File: config.mk
export PLATFORM = sky130hd
export DESIGN_NAME = sect283k1_pt_mul_io
export DESIGN_NICKNAME = d
export VERILOG_FILES = /design/src/rtl/sect283k1_pkg.sv /design/src/rtl/sect283k1_word_pack.sv /design/src/rtl/sect283k1_pt_mul_io.sv
export SDC_FILE = /design/constraint.sdc
export NUM_CORES = 2
export LEC_CHECK = 0
export ABC_AREA = 1
export ABC_CLOCK_PERIOD_IN_PS = 3500
export BUFFER_PORTS_ARGS = -buffer_cell sky130_fd_sc_hd__buf_2
export CORE_AREA = 3 3 364 366
export DETAILED_ROUTE_END_ITERATION = 6
export DIE_AREA = 0 0 367 369
export GPL_ROUTABILITY_DRIVEN = 0
export PLACE_DENSITY = 0.6
export SYNTH_ARGS = -nofsm -noshare
export SYNTH_HDL_FRONTEND = slang
export SYNTH_HIERARCHICAL = 1
export SYNTH_SLANG_ARGS = --single-unit
File: constraint.sdc
create_clock -name clk -period 3.5 [get_ports clk]
set_input_delay 0 -clock clk [delete_from_list [all_inputs] [get_ports clk]]
set_output_delay 0 -clock clk [all_outputs]
set_load 0.05 [all_outputs]
File: src/rtl/sect283k1_pkg.sv
// sect283k1 shared definitions.
// Holds the field size, the SEC 2 base point and group order (used by benches
// and models), the word-count helper for a given stream width, and the state
// encoding of the point-multiplier I/O front end.
package sect283k1_pkg;

  localparam int unsigned M = 283;

  // Base point and order, written at 288 bits (72 hex digits) and trimmed to M.
  localparam logic [287:0] GX_288 =
    288'h0503213F_78CA4488_3F1A3B81_62F188E5_53CD265F_23C1567A_16876913_B0C2AC24_58492836;
  localparam logic [287:0] GY_288 =
    288'h01CCDA38_0F1C9E31_8D90F95D_07E5426F_E87E45C0_E8184698_E4596236_4E341161_77DD2259;
  localparam logic [287:0] N_288 =
    288'h01FFFFFF_FFFFFFFF_FFFFFFFF_FFFFFFFF_FFFFE9AE_2ED07577_265DFF7F_94451E06_1E163C61;

  localparam logic [M-1:0] GX = GX_288[M-1:0];
  localparam logic [M-1:0] GY = GY_288[M-1:0];
  localparam logic [M-1:0] N  = N_288[M-1:0];

  // Number of dw-bit words needed to carry one M-bit field element.
  function automatic int unsigned words_for(input int unsigned dw);
    return (M + dw - 1) / dw;
  endfunction

  localparam int unsigned NW = words_for(32);

  typedef enum logic [1:0] {
    ST_LOAD   = 2'd0,
    ST_START  = 2'd1,
    ST_WAIT   = 2'd2,
    ST_UNLOAD = 2'd3
  } state_e;

endpackage

File: src/rtl/sect283k1_word_pack.sv
// Parallel-load, word-shift buffer of NWORDS words of DW bits.
// load_i captures data_i whole; shift_i moves the buffer down one word so that
// word_o always presents the next word to send (word 0 first).
// Ports: clk, rst_n, load_i, data_i[NWORDS*DW], shift_i, word_o[DW].
module sect283k1_word_pack #(
  parameter int unsigned DW     = 32,
  parameter int unsigned NWORDS = 18
) (
  input  logic                 clk,
  input  logic                 rst_n,
  input  logic                 load_i,
  input  logic [NWORDS*DW-1:0] data_i,
  input  logic                 shift_i,
  output logic [DW-1:0]        word_o
);

  logic [NWORDS*DW-1:0] buf_q, buf_d;

  // NOTE: every variable assigned in always_comb gets a default first, so no
  // path leaves it unassigned and no latch is inferred.
  always_comb begin
    buf_d = buf_q;
    if (load_i) begin
      buf_d = data_i;
    end else if (shift_i) begin
      buf_d = {{DW{1'b0}}, buf_q[NWORDS*DW-1:DW]};
    end
  end

  // NOTE: this wide buffer is still reset to zero because the outputs it
  // feeds have defined reset values; flops stay flops, not a RAM.
  // NOTE: sequential state is updated with non-blocking assignments only, so
  // every flop samples pre-edge values regardless of process ordering.
  always_ff @(posedge clk or negedge rst_n) begin
    if (!rst_n) begin
      buf_q <= '0;
    end else begin
      buf_q <= buf_d;
    end
  end

  assign word_o = buf_q[DW-1:0];

endmodule

File: src/rtl/sect283k1_pt_mul_io.sv
// Stream front/back end for the sect283k1 point multiplier core.
// Collects the scalar d from a DW-bit valid/ready write stream (LS word first),
// pulses core_start, waits for core_done, captures x and y and streams them out
// on a DW-bit valid/ready read stream: x words then y words, LS word first.
// Ports: clk, rst_n, clr (sync abort); in_valid/in_ready/in_data (scalar in);
// out_valid/out_ready/out_data/out_last (result out); busy; core_clr,
// core_start, core_d, core_done, core_x, core_y (core side).
module sect283k1_pt_mul_io
  import sect283k1_pkg::*;
#(
  parameter int unsigned DW = 32
) (
  input  logic          clk,
  input  logic          rst_n,
  input  logic          clr,
  input  logic          in_valid,
  output logic          in_ready,
  input  logic [DW-1:0] in_data,
  output logic          out_valid,
  input  logic          out_ready,
  output logic [DW-1:0] out_data,
  output logic          out_last,
  output logic          busy,
  output logic          core_clr,
  output logic          core_start,
  output logic [M-1:0]  core_d,
  input  logic          core_done,
  input  logic [M-1:0]  core_x,
  input  logic [M-1:0]  core_y
);

  localparam int unsigned NWL = words_for(DW);
  localparam int unsigned BW  = NWL * DW;
  localparam int unsigned CW  = $clog2(2 * NWL);
  localparam logic [CW-1:0] IN_LAST  = CW'(NWL - 1);
  localparam logic [CW-1:0] OUT_LAST = CW'(2 * NWL - 1);

  state_e                 state_q, state_d;
  logic [CW-1:0]          cnt_q, cnt_d;      // k while loading, j while unloading
  logic [(NWL-1)*DW-1:0]  stage_q, stage_d;  // scalar words 0..NWL-2
  logic [M-1:0]           d_q, d_d;          // committed scalar driven to the core
  logic                   run_q;             // low only until the first edge out of reset
  logic                   in_hs, out_hs, buf_load, buf_shift;
  logic [DW-1:0]          buf_word;

  always_comb begin
    state_d    = state_q;
    cnt_d      = cnt_q;
    in_ready   = 1'b0;
    out_valid  = 1'b0;
    out_last   = 1'b0;
    busy       = 1'b0;
    core_start = 1'b0;
    in_hs      = 1'b0;
    out_hs     = 1'b0;
    buf_load   = 1'b0;
    buf_shift  = 1'b0;
    case (state_q)
      ST_LOAD: begin
        in_ready = run_q;
        in_hs    = in_valid & run_q;
        if (in_hs) begin
          if (cnt_q == IN_LAST) begin
            cnt_d   = '0;
            state_d = ST_START;
          end else begin
            cnt_d = cnt_q + 1'b1;
          end
        end
      end
      ST_START: begin
        core_start = 1'b1;
        busy       = 1'b1;
        state_d    = ST_WAIT;
      end
      ST_WAIT: begin
        busy = 1'b1;
        if (core_done) begin
          buf_load = 1'b1;
          state_d  = ST_UNLOAD;
        end
      end
      ST_UNLOAD: begin
        out_valid = 1'b1;
        out_last  = (cnt_q == OUT_LAST);
        out_hs    = out_ready;
        if (out_hs) begin
          buf_shift = 1'b1;
          if (out_last) begin
            cnt_d   = '0;
            state_d = ST_LOAD;
          end else begin
            cnt_d = cnt_q + 1'b1;
          end
        end
      end
      default: state_d = ST_LOAD;
    endcase
    // Abort wins over everything; a word handshaken in this cycle is dropped.
    if (clr) begin
      state_d   = ST_LOAD;
      cnt_d     = '0;
      in_hs     = 1'b0;
      out_hs    = 1'b0;
      buf_load  = 1'b0;
      buf_shift = 1'b0;
    end
  end

  // Early words wait in the staging register; the final word commits the whole
  // scalar at once so core_d never shows a half-loaded value. The truncating
  // cast drops the bits of the last word that lie above bit M-1.
  always_comb begin
    stage_d = stage_q;
    d_d     = d_q;
    if (in_hs) begin
      if (cnt_q == IN_LAST) begin
        d_d = M'({in_data, stage_q});
      end else begin
        stage_d[cnt_q*DW +: DW] = in_data;
      end
    end
  end

  always_ff @(posedge clk or negedge rst_n) begin
    if (!rst_n) begin
      state_q <= ST_LOAD;
      cnt_q   <= '0;
      stage_q <= '0;
      d_q     <= '0;
      run_q   <= 1'b0;
    end else begin
      state_q <= state_d;
      cnt_q   <= cnt_d;
      stage_q <= stage_d;
      d_q     <= d_d;
      run_q   <= 1'b1;
    end
  end

  // Each element is zero-padded to a whole number of words: x low, y high.
  sect283k1_word_pack #(
    .DW     (DW),
    .NWORDS (2 * NWL)
  ) u_pack (
    .clk     (clk),
    .rst_n   (rst_n),
    .load_i  (buf_load),
    .data_i  ({BW'(core_y), BW'(core_x)}),
    .shift_i (buf_shift),
    .word_o  (buf_word)
  );

  assign core_clr = clr;
  assign core_d   = d_q;
  assign out_data = (state_q == ST_UNLOAD) ? buf_word : '0;

endmodule

# --- Word level (Yosys, flattened, before mapping) ---
# Cells that the tools add are included.
totals:
  rom_bits: 0
  register_bits: 1123
  out_inout_bits: 321
  inputBits: 604
  n_memories: 0
  ram_bits: 0
  latchBits: 0
  word_cells: 60
classes:
  order_cmp: 0
  mul: 0
  n_reduce_logical: 8
  shifts: 2
  n_addsub: 2
  n_bitwise: 2
  muxes: 30
  div: 0
  eq_ne: 10
ops:
  columns: ["operator", "n"]
  rows:
  - ["576-bit two-way mux", 2]
  - ["256-bit bitwise mux", 1]
  - ["32-bit by 34-bit variable shift with 256-bit output, first input constant", 1]
  - ["32-bit by 34-bit indexed part select with 256-bit output", 1]
  - ["10-bit negator with 34-bit output", 1]
  - ["32-bit two-way mux", 1]
  - ["5-bit two-way mux", 5]
  - ["3-bit inequality test, second input constant", 5]
  - ["1-bit two-way mux", 13]
  - ["2-bit two-way mux", 6]
  - ["5-bit one-hot mux with 2 select lines", 1]
  - ["2-bit one-hot mux with 4 select lines", 1]
  - ["5-bit by 1-bit adder with 5-bit output, second input constant", 1]
  - ["5-bit by 4-bit == test with 1-bit output, second input constant", 1]
  - ["5-bit == test, second input constant", 1]
  - ["5-bit AND reduction", 1]
  - ["2-bit == test, second input constant", 2]
  - ["2-bit AND reduction", 2]
  - ["3-bit AND reduction", 1]
  - ["3-bit nonzero test", 1]
  - ["2-bit by 1-bit == test with 1-bit output, second input constant", 1]
  - ["2-bit logical NOT", 1]
  - ["2-bit nonzero test", 1]
  - ["2-bit OR reduction", 1]
  - ["2 further kinds", 2]

# --- Longest topological paths before layout ---
depth:
  depth_word: 5
  depth_mapped: 14

# --- By module ---
# Netlist, hierarchy kept.
modules_own_cells:
  columns: ["module", "seq_area_each_um2", "n_inst", "cells_per_inst", "area_per_inst_um2"]
  rows:
  - ["sect283k1_word_pack", 14413.8, 1, 3130, 25898.6]
  - ["sect283k1_pt_mul_io", 13688.1, 1, 2254, 22795.6]

# --- Worst setup path before layout ---
# No wires, ideal clock.
synth_timing:
  kind: "flip-flop to flip-flop"
  from: "reg cnt_q[0]"
  to: "reg stage_q[10]"
  required_ps: 3434
  path_buffers: 2
  setup_slack_ps: 1016
  period_less_slack_ps: 2484
  setup_time_ps: 66
  arrival_time_ps: 2419
  stages_incl_launch_ff: 13
  path_cell_list: "dfrtp_1 buf_2 inv_2 ha_1 inv_1 nor2_1 nand2_1 ha_1 nor3_1 clkbuf_1 nand4_1 nand3b_1 nand2_1"
synth_via:
  elab_chain_len: 3
  word_cells_on_any_way: 7
  cone_classes: "1 x add/sub; 1 x eq/ne; 2 x shift; 1 x mux; 1 x bitwise; 1 x reduce/logical"
synth_lines:
  columns: ["element", "line", "source"]
  rows:
  - ["from (decl)", "sect283k1_pt_mul_io.sv:39", "logic [CW-1:0] cnt_q, cnt_d;"]
  - ["from (signal assigned)", "sect283k1_pt_mul_io.sv:134", "cnt_q <= cnt_d;"]
  - ["10-bit negator with 34-bit output / 5-bit by 4-bit == test with 1-bit output (equally long branches)", "sect283k1_pt_mul_io.sv:120, sect283k1_pt_mul_io.sv:117", null]
  - ["32-bit by 34-bit indexed part select with 256-bit output, or another cell as far along", "sect283k1_pt_mul_io.sv:120", "stage_d[cnt_q*DW +: DW] = in_data;"]
  - ["256-bit bitwise mux / 2-bit AND reduction (equally long branches)", null, null]
  - ["to (signal assigned)", "sect283k1_pt_mul_io.sv:135", "stage_q <= stage_d;"]
  - ["to (decl)", "sect283k1_pt_mul_io.sv:40", "logic [(NWL-1)*DW-1:0] stage_q, stage_d;"]
# Several ways; a longest one is shown, not always the timed one.
# A chain may end at the register's enable or synchronous reset.

# --- Worst setup path after layout ---
layout_timing:
  from: "reg state_q[0]"
  to: "reg u_pack.buf_q[6]"
layout_via:
  elab_chain_len: 4
  word_cells_on_any_way: 8
  cone_classes: "2 x eq/ne; 5 x mux; 1 x reduce/logical"
layout_lines:
  columns: ["element", "line", "source"]
  rows:
  - ["from (decl)", "sect283k1_pt_mul_io.sv:38", "state_e state_q, state_d;"]
  - ["from (signal assigned)", "sect283k1_pt_mul_io.sv:133", "state_q <= state_d;"]
  - ["2-bit == test (*)", "sect283k1_pt_mul_io.sv:58", "case (state_q)"]
  - ["1-bit two-way mux (*)", "sect283k1_pt_mul_io.sv:58", null]
  - ["1-bit two-way mux (*)", "sect283k1_pt_mul_io.sv:100", "if (clr) begin"]
  - ["via buf_load", "sect283k1_pt_mul_io.sv:43", "logic in_hs, out_hs, buf_load, buf_shift;"]
  - ["576-bit two-way mux / 2-bit nonzero test (equally long branches)", null, null]
  - ["to (signal assigned)", "sect283k1_word_pack.sv:38", "buf_q <= buf_d;"]
  - ["to (decl)", "sect283k1_word_pack.sv:17", "logic [NWORDS*DW-1:0] buf_q, buf_d;"]
# Mark *: on every way through the listed nets, which the timed path passes. The rest lies on a longest branch.

==> impl_metrics.tcl <==
set metrics [dict create \
    violations "design-rule violations" \
    synth_area_leader_cell "dfrtp_1" \
    track_usage_pct 28.07 \
    drc 6 \
    ant_nets 0 \
    first_iter_violations 5196 \
    p_clk_share_pct 29.4 \
    cts_root_buf "clkbuf_16" \
    clkTransAtPathRegs_ps 60 \
    syn_area_um2 48690 \
    yosysWarnings 6 \
    die_y_um 369 \
    viasPerCell 5.335 \
    finalPower_w 0.04267 \
    finalMaxSlewViolations 0 \
    grt_max_degree 133 \
    crit_slowest_cell "buf_4" \
    use_met1_pct 36.99 \
    hold_start "core_y[166]" \
    syn2layout_area_growth_pct 36.97 \
    cts-buffers-inserted 117 \
    first_pass_iters 7 \
    first_global_vias 46610 \
    intPower_w 0.02743 \
    criticalPathCategory "reg2reg" \
    crit_path_max_incr_delay_ps 850 \
    start_kind "register" \
    wl_per_cell_um 22.30 \
    worstSetupEndpointType "register" \
    hp-class "in2reg" \
    r2r_cells 8 \
    rows 132 \
    syn_inst 5384 \
    worstPathRequired_ps 4170 \
    whs_endpoint "u_pack/buf_q[454]" \
    insertion_delay_ps 740 \
    synth_top_area_share_pct 57.71 \
    period_share_pct 87.63 \
    clockBufferDepth 3 \
    yosys_register_bits 1123 \
    die_area_um2 135400 \
    drive_above_1_share_pct 21.05 \
    rsz0062_at_grt "false" \
    whs_ps 21.08 \
    grt_pass1_wl_um 292700 \
    fmax_mhz 326.0 \
    tightest_slew_ps 1279 \
    period_needed_ps 3067 \
    initial_utilization_pct 37.61 \
    r2r_start "state_q[0]" \
    regArea_um2 28100 \
    ys_seq_area_share_pct 57.71 \
    arrival_ps 3740 \
    yosys-top-cells-area "dfrtp_1 58%, nand2_1 13%, nand3_1 12%" \
    portBuffers 924 \
    p_seq_share_pct 44.6 \
    met3_usage_pct 7.037 \
    vdd_drop_max_mv 0.5806 \
    totalWireLength_um 195900 \
    min_delay_path_depth 4 \
    crit_chain "inv_1 > ha_1 > nand2_1 > nor2_4 > buf_4 > nand2_1 > nand3_1 > dlygate4sd3_1" \
    htree_num_levels 3 \
    vias 46880 \
    p_leak_nw 34.07 \
    cts.repair.resized 0 \
    ios 925 \
    antenna_found_initial 44 \
    p_comb_share_pct 26.1 \
    avgSynthCellArea_um2 9.044 \
    postCtsSetupBuffers 0 \
    setup_viol 0 \
    r2r_slack_ps 430 \
    hold_viol_final 0 \
    cts_tree "yes" \
    final_util_pct 51.51 \
    clock_sinks 1123 \
    globalRouteOverflowTotal 0 \
    outcome "finished with violations" \
    core_area_um2 129500 \
    switching_share_pct 35.71 \
    r2r-end "u_pack/buf_q[6]" \
    cap_violations 0 \
    cp_max_fo 96 \
    fillers 11620 \
    multi_input_area_um2 17780 \
    dp_hpwl_um 124900 \
    grt-busiest-layer "met2" \
    cp_common_cell "nand2_1" \
    die_x_um 367 \
    power_density_nw_per_um2 639.8 \
    switchingPower_w 0.01524 \
    grtUsageMet2_pct 42.38 \
    skew_ps 26.16 \
    num-nets-final 7535 \
    maxSlewHeadroom_pct 14.51 \
    tns_ps 0 \
    ys_types 29 \
]
layout by cell type, fill, tap and decap left out, drive strengths merged:
| cell | count |
|---|---|
| nand2 | 1720 |
| nand3 | 1202 |
| dfrtp | 1123 |
| buf | 1039 |
| dlygate4sd3 | 804 |
| mux2 | 224 |
| o21ai | 191 |
| inv | 187 |
| clkbuf | 172 |
| nor2 | 117 |
| nand4 | 100 |
| nor3 | 37 |
| diode | 33 |
| nand3b | 33 |
| clkinv | 30 |
| conb | 11 |
| ha | 9 |
| bufinv | 4 |
| a21oi | 3 |
| o22ai | 2 |
| and2 | 1 |
| xor2 | 1 |
| o211ai | 1 |
| clkinvlp | 1 |
metrics by stage:
stage,std cells,cell area (um2),worst slack [ps]
3_5_place_dp,7740,54720,790.4
6_report,8787,66700,432.9
4_1_cts,8754,66610,446.1
3_3_place_gp,7740,54720,812.7
2_1_floorplan,5393,48730,1016
5_1_grt,8778,66670,307.7
kinds of logic after synthesis:
| group | synth area share (%) |
|---|---|
| AO/OA/AOI/OAI | 2.035 |
| XOR/XNOR | 0.01799 |
| adder cells (fa/ha/maj) | 0.2313 |
| buffers and inverters | 5.982 |
| flip-flops | 57.71 |
| multiplexers | 5.180 |
| other | 0.01542 |
| AND/OR/NAND/NOR | 28.83 |
area by class of cell:
cell class | instances | area share (%)
Clock buffer | 172 | 5.181
Antenna cell | 33 | 0.1238
Clock inverter | 37 | 0.5515
Tap cell | 1742 | 3.268
Inverter | 185 | 1.052
Sequential cell | 1123 | 42.13
Timing Repair Buffer | 1843 | 21.03
Multi-Input combinational cell | 3652 | 26.66
flip-flops by register name, summed over array words and instances (netlist names):
name	flops
u_pack/buf_q	576
cnt_q	5
run_q	1
stage_q	256
core_d	283
state_q	2
cell usage after synthesis (all sizes together):
cell and count:
clkbuf 144, o21ai 191, nand3b 33, a21oi 3, nand2 1720, o211ai 1, ha 9, nor3 37
nand3 1202, buf 289, conb 2, mux2 224, and2 1, inv 183, xor2 1, nand4 100
nor2 117, dfrtp 1123, o22ai 2, clkinv 2
power by group through the flow:
| stage | Clock [W] | Combinational (W) | Sequential [W] |
|---|---|---|---|
| global route | 0.0133 | 0.0123 | 0.0193 |
| detailed placement | 0 | 0.00997 | 0.0190 |
| floorplan | 0 | 0.00685 | 0.0185 |
| global placement | 0 | 0.00977 | 0.0189 |
| finish | 0.0125 | 0.0111 | 0.0190 |
| CTS | 0.0127 | 0.0108 | 0.0188 |
routing by layer:
metal | wire length [um] | share of wire, % | up-vias
met1 | 78990 | 40 | 22840
met4 | 12370 | 6.3 | 14
met5 | 90 | 0.046 | -
li1 | - | - | 20830
met2 | 87520 | 45 | 2511
met3 | 16950 | 8.6 | 685
worst max-delay path by stage:
stage / start / end / slack (ps) / cells past startpoint
after floorplan: cnt_q[0] / stage_q[10] / 1020 / 12
after global placement: cnt_q[1] / stage_q[152] / 810 / 8
after detailed placement: cnt_q[1] / stage_q[157] / 790 / 13
after CTS: state_q[0] / u_pack/buf_q[6] / 450 / 8
after global routing: state_q[0] / u_pack/buf_q[6] / 310 / 8
final: state_q[0] / u_pack/buf_q[6] / 430 / 8
what timing repair did:
item	4_1_cts	5_1_grt
hold endpoints to repair	1503	0
setup endpoints to repair	0	0
hold buffers	805	0
worst max-delay path: cells and delay by family (launching register included):
| kind | cells | cell delay, ps |
|---|---|---|
| adder cells (fa/ha/maj) | 1 | 200 |
| buffers and inverters | 3 | 1520 |
| flip-flops | 1 | 420 |
| AND/OR/NAND/NOR | 4 | 810 |
Note: power is estimated with default switching activity, not from simulation.
